**src/rtl/read_arbiter.sv**
```systemverilog
// Round-robin arbiter sharing one memory read port among NUM_REQ requesters.
// Serves one outstanding read at a time; a watchdog aborts reads that never see r_rdy.
module read_arbiter #(
  parameter int WORD_SIZE    = 8,
  parameter int ADDRESS_SIZE = 4,
  parameter int NUM_REQ      = 4,
  parameter int TIMEOUT      = 255
) (
  input  logic                             clock,
  input  logic                             reset_n,
  input  logic [NUM_REQ-1:0]               req,
  input  logic [NUM_REQ*ADDRESS_SIZE-1:0]  req_addr,
  output logic [NUM_REQ-1:0]               grant,
  output logic [NUM_REQ-1:0]               rsp_valid,
  output logic [WORD_SIZE-1:0]             rsp_data,
  output logic                             rsp_err,
  output logic                             busy,
  output logic                             r_en,
  output logic [ADDRESS_SIZE-1:0]          r_addr,
  input  logic [WORD_SIZE-1:0]             r_data,
  input  logic                             r_rdy
);

  localparam int IDX_W = (NUM_REQ > 1) ? $clog2(NUM_REQ) : 1;

  typedef enum logic [1:0] {IDLE, READ, RESP} state_t;

  state_t                  state_reg, state_next;
  logic [IDX_W-1:0]        ptr_reg, ptr_next;
  logic [IDX_W-1:0]        idx_reg, idx_next;
  logic [7:0]              wd_reg, wd_next;
  logic [NUM_REQ-1:0]      grant_reg, grant_next;
  logic [NUM_REQ-1:0]      rsp_valid_reg, rsp_valid_next;
  logic [WORD_SIZE-1:0]    rsp_data_reg, rsp_data_next;
  logic                    rsp_err_reg, rsp_err_next;
  logic                    busy_reg, busy_next;
  logic                    r_en_reg, r_en_next;
  logic [ADDRESS_SIZE-1:0] r_addr_reg, r_addr_next;

  logic [ADDRESS_SIZE-1:0] addr_arr [NUM_REQ];
  logic                    sel_found;
  logic [IDX_W-1:0]        sel_idx;
  logic [IDX_W:0]          sum;

  genvar gi;
  generate
    for (gi = 0; gi < NUM_REQ; gi++) begin : g_addr
      assign addr_arr[gi] = req_addr[gi*ADDRESS_SIZE +: ADDRESS_SIZE];
    end
  endgenerate

  // Scan offsets from the far end so the requester nearest ptr wins.
  always_comb begin
    sel_found = 1'b0;
    sel_idx   = '0;
    sum       = '0;
    for (int k = NUM_REQ - 1; k >= 0; k--) begin
      sum = {1'b0, ptr_reg} + (IDX_W+1)'(k);
      if (sum >= (IDX_W+1)'(NUM_REQ))
        sum = sum - (IDX_W+1)'(NUM_REQ);
      if (req[sum[IDX_W-1:0]]) begin
        sel_found = 1'b1;
        sel_idx   = sum[IDX_W-1:0];
      end
    end
  end

  always_comb begin
    state_next     = state_reg;
    ptr_next       = ptr_reg;
    idx_next       = idx_reg;
    wd_next        = wd_reg;
    grant_next     = grant_reg;
    rsp_valid_next = rsp_valid_reg;
    rsp_data_next  = rsp_data_reg;
    rsp_err_next   = rsp_err_reg;
    busy_next      = busy_reg;
    r_en_next      = r_en_reg;
    r_addr_next    = r_addr_reg;
    case (state_reg)
      IDLE: begin
        if (sel_found) begin
          grant_next  = {{(NUM_REQ-1){1'b0}}, 1'b1} << sel_idx;
          idx_next    = sel_idx;
          r_addr_next = addr_arr[sel_idx];
          r_en_next   = 1'b1;
          busy_next   = 1'b1;
          wd_next     = '0;
          state_next  = READ;
        end
      end
      READ: begin
        // A data acknowledge wins over watchdog expiry in the same cycle.
        if (r_en_reg && r_rdy) begin
          rsp_data_next  = r_data;
          rsp_valid_next = grant_reg;
          rsp_err_next   = 1'b0;
          r_en_next      = 1'b0;
          state_next     = RESP;
        end else if (wd_reg == 8'(TIMEOUT - 1)) begin
          rsp_data_next  = '0;
          rsp_valid_next = grant_reg;
          rsp_err_next   = 1'b1;
          r_en_next      = 1'b0;
          state_next     = RESP;
        end else begin
          wd_next = wd_reg + 8'd1;
        end
      end
      RESP: begin
        rsp_valid_next = '0;
        rsp_err_next   = 1'b0;
        grant_next     = '0;
        busy_next      = 1'b0;
        ptr_next       = (idx_reg == IDX_W'(NUM_REQ - 1)) ? '0 : idx_reg + IDX_W'(1);
        state_next     = IDLE;
      end
      default: state_next = IDLE;
    endcase
  end

  always_ff @(posedge clock or negedge reset_n) begin
    if (!reset_n) begin
      state_reg     <= IDLE;
      ptr_reg       <= '0;
      idx_reg       <= '0;
      wd_reg        <= '0;
      grant_reg     <= '0;
      rsp_valid_reg <= '0;
      rsp_data_reg  <= '0;
      rsp_err_reg   <= 1'b0;
      busy_reg      <= 1'b0;
      r_en_reg      <= 1'b0;
      r_addr_reg    <= '0;
    end else begin
      state_reg     <= state_next;
      ptr_reg       <= ptr_next;
      idx_reg       <= idx_next;
      wd_reg        <= wd_next;
      grant_reg     <= grant_next;
      rsp_valid_reg <= rsp_valid_next;
      rsp_data_reg  <= rsp_data_next;
      rsp_err_reg   <= rsp_err_next;
      busy_reg      <= busy_next;
      r_en_reg      <= r_en_next;
      r_addr_reg    <= r_addr_next;
    end
  end

  assign grant     = grant_reg;
  assign rsp_valid = rsp_valid_reg;
  assign rsp_data  = rsp_data_reg;
  assign rsp_err   = rsp_err_reg;
  assign busy      = busy_reg;
  assign r_en      = r_en_reg;
  assign r_addr    = r_addr_reg;

endmodule

```
**config.mk**
```make
export PLATFORM = sky130hd
export DESIGN_NAME = read_arbiter
export DESIGN_NICKNAME = d
export VERILOG_FILES = /design/src/rtl/read_arbiter.sv
export SDC_FILE = /design/constraint.sdc
export NUM_CORES = 1
export LEC_CHECK = 0
export CORE_MARGIN = 2
export CORE_UTILIZATION = 45
export CTS_CLUSTER_SIZE = 16
export DETAILED_ROUTE_END_ITERATION = 6
export PLACE_DENSITY = 0.77
export SYNTH_ARGS = -nofsm -noshare
export SYNTH_HDL_FRONTEND = slang
export SYNTH_SLANG_ARGS = --single-unit
```
**constraint.sdc**
```tcl
create_clock -name clock -period 2.6 [get_ports clock]
set_clock_uncertainty 0.15 [all_clocks]
set_input_delay 0.52 -clock clock [delete_from_list [all_inputs] [get_ports clock]]
set_output_delay 0.52 -clock clock [all_outputs]
set_load 0.02 [all_outputs]
```
==> impl_metrics.py <==
metrics = {
    "status": {
        "outcome": "completed",
    },
    "yosys": {
        "synth_top_family_by_area": "compound AO/OA/AOI/OAI gates",
        "synth-seq-cells": 37,
        "synthSimpleGateAreaFrac": 0.161,
        "syn-num-nets": 197,
        "synthXorXnorAreaFrac": 0.00488,
        "synth_compound_area_frac": 0.196,
        "synthAdderAreaFrac": 0.0209,
        "ys_seq_area_frac": 0.516,
        "synthCells": 163,
        "ys_async_sr_fraction": 1.00,
        "muxShareOfSynthArea": 0.0593,
        "synth_area_um2": 1790,
        "synth.avg_cell_area_um2": 11.0,
        "synthFlopType": "dfrtp_1",
        "yosysWarnings": 0,
        "post_synth_num_cell_types": 42,
        "synth-edff-count": 0,
    },
    "floorplan": {
        "core_um2": 3740,
        "ios": 54,
        "die_height_um": 67.1,
        "die_x_um": 67.1,
        "fp-row-count": 22,
        "die_area_um2": 4510,
        "start_util": 0.479,
    },
    "layout": {
        "diodes": 0,
        "area_growth_pct": 37.3,
        "multi_input_area_um2": 793,
        "most-common-layout-cells": "52 x clkdlybuf4s50_1, 37 x dfrtp_1, 30 x nand2_1",
        "nets": 254,
        "fin_area_um2": 2460,
        "final_common_cell": "clkdlybuf4s50_1",
        "seqCellArea_um2": 926,
        "fill_cells": 290,
        "drive_above_1_share": 0.122,
    },
    "grt": {
        "grt_max_degree": 38,
        "grt_pass1_vias": 1486,
        "grt_overflow": 0,
        "grt_pass1_wl_mm": 7.07,
        "antenna_found_initial": 0,
        "track_usage": 0.214,
    },
    "sta": {
        "min_period_over_period": 0.804,
        "rsz0062_at_grt": "no",
        "tns_ns": 0,
        "min_period_ns": 2.09,
        "fmax_mhz": 478,
        "hold_viol": 0,
        "timing.final.ws_setup_ns": 0.509,
        "setup_viol": 0,
        "slew_violations": 0,
        "worstMarginPinSlew_ns": 0.819,
        "slew_headroom": 0.454,
    },
    "clocking": {
        "clk_pin_slew_ns": 0.07,
        "clock_path_buffers": 2,
        "clock_latency_ns": 0.29,
        "htree_levels": 2,
        "cts_root_buf": "clkbuf_8",
        "ctsHoldBuffers": 0,
        "numCtsBuffers": 5,
        "cts_sinks": 37,
        "cts.repair.resized": 0,
        "cts_setup_buffers": 0,
        "cts_tree": "yes",
    },
    "placed_design": {
        "dp_hpwl_mm": 3.17,
        "placed_area_um2": 2350,
        "gp_congestion": 0.814,
        "portBuffers": 53,
        "post-place-ws_ns": 0.185,
    },
    "drt": {
        "routed_wl_mm": 4.21,
        "wl_per_cell_um": 15.7,
        "antenna_left": 0,
        "vias": 1454,
        "drtIter0Drc": 64,
        "drc": 0,
        "post_drt_via_cell_ratio": 5.41,
        "firstDrtPassIters": 4,
    },
    "critical_path": {
        "endpoint_kind": "register",
        "r2r_slack_ns": 0.67,
        "cp.arrival_ns": 2.10,
        "required_ns": 2.61,
        "critPathKind": "input port to register",
        "start_kind": "input port",
        "worst-path-max-fanout": 6,
    },
    "power_and_ir_drop": {
        "ir_drop_uv": 613,
        "p_per_area_nw_per_um2": 1130,
        "seqPwrFrac": 0.348,
        "p_comb_frac": 0.469,
        "pwr-share-clk": 0.183,
        "p_sw_uw": 1050,
        "p_int_uw": 1730,
        "p_leak_uw": 0.00107,
        "p_sw_frac": 0.379,
    },
    "job": {
        "cap_violations": 0,
    },
    "worst_hold_path": {
        "hp-class": "input port to asynchronous set/reset pin",
    },
}
## cells in the mapped netlist (all sizes together) (3+ instances only)
library cell	number	area share
mux2i	8	0.045
a22o	8	0.039
inv	5	0.010
o221ai	4	0.020
a21oi	6	0.017
buf	5	0.026
dfrtp	37	0.52
or3	3	0.010
o21ai	12	0.044
nand2b	6	0.025
ha	3	0.021
nor2	6	0.013
nand2	31	0.066
nand3	7	0.020
## routing by layer
metal | vias to the layer above | GRT usage | routed length (um)
li1 | 702 | - | -
met5 | - | 0 | 0
met4 | 0 | 0.0791 | 67
met3 | 9 | 0.0650 | 228
met2 | 47 | 0.343 | 2110
met1 | 696 | 0.273 | 1800
## path summary, 6_finish.rpt
path	startpoint	cells past startpoint	end
min	reset_n	1	wd_reg[6]
min reg2reg	idx_reg[0]	1	ptr_reg[0]
min in group clock	idx_reg[0]	1	ptr_reg[0]
max reg2reg	wd_reg[0]	6	wd_reg[1]
max in group asynchronous	reset_n	1	rsp_data[6]
max	req[2]	6	r_addr[2]
## worst max-delay path, cell delays in order
cell	delay, ns
clkdlybuf4s50_1	0.44
inv_1	0.16
o22ai_1	0.13
a211oi_2	0.44
nand2b_1	0.26
o221ai_1	0.15
## through the flow
step                      utilization  hold slack (ns)  total power [uW]  std cells
after global placement          0.627            0.323              2230        261
after detailed placement        0.627            0.331              2280        261
after floorplan                     -           0.0744              1760        163
after CTS                       0.658            0.202              2810        269
final                           0.658            0.178              2780        269
after global routing            0.658            0.232              2970        269
## cell type report
cell class                 instances  share of cell area
sequential                        37               0.376
multi-input combinational        115               0.322
timing repair buffer              55               0.219
clock buffer                       7              0.0350
tap                               48              0.0244
clock inverter                     1              0.0122
inverter                           6              0.0112
## kinds of logic (layout without fill, tap and decap cells)
family	after synthesis	in the layout
adders and majority gates	3	3
DFF	37	37
buffers and inverters	11	69
muxes	10	10
xor gates and xnor gates	1	1
AOI/OAI and AO/OA	42	42
and+or+nand+nor	59	59
## power groups by stage
stage                     Clock (uW)  Sequential (uW)  Combinational [uW]
final                            509              968                1300
after global routing             558              998                1410
after CTS                        525              967                1320
after detailed placement           0              973                1310
after global placement             0              965                1270
after floorplan                    0             1130                 631
Power figures use the tool's default switching activity.
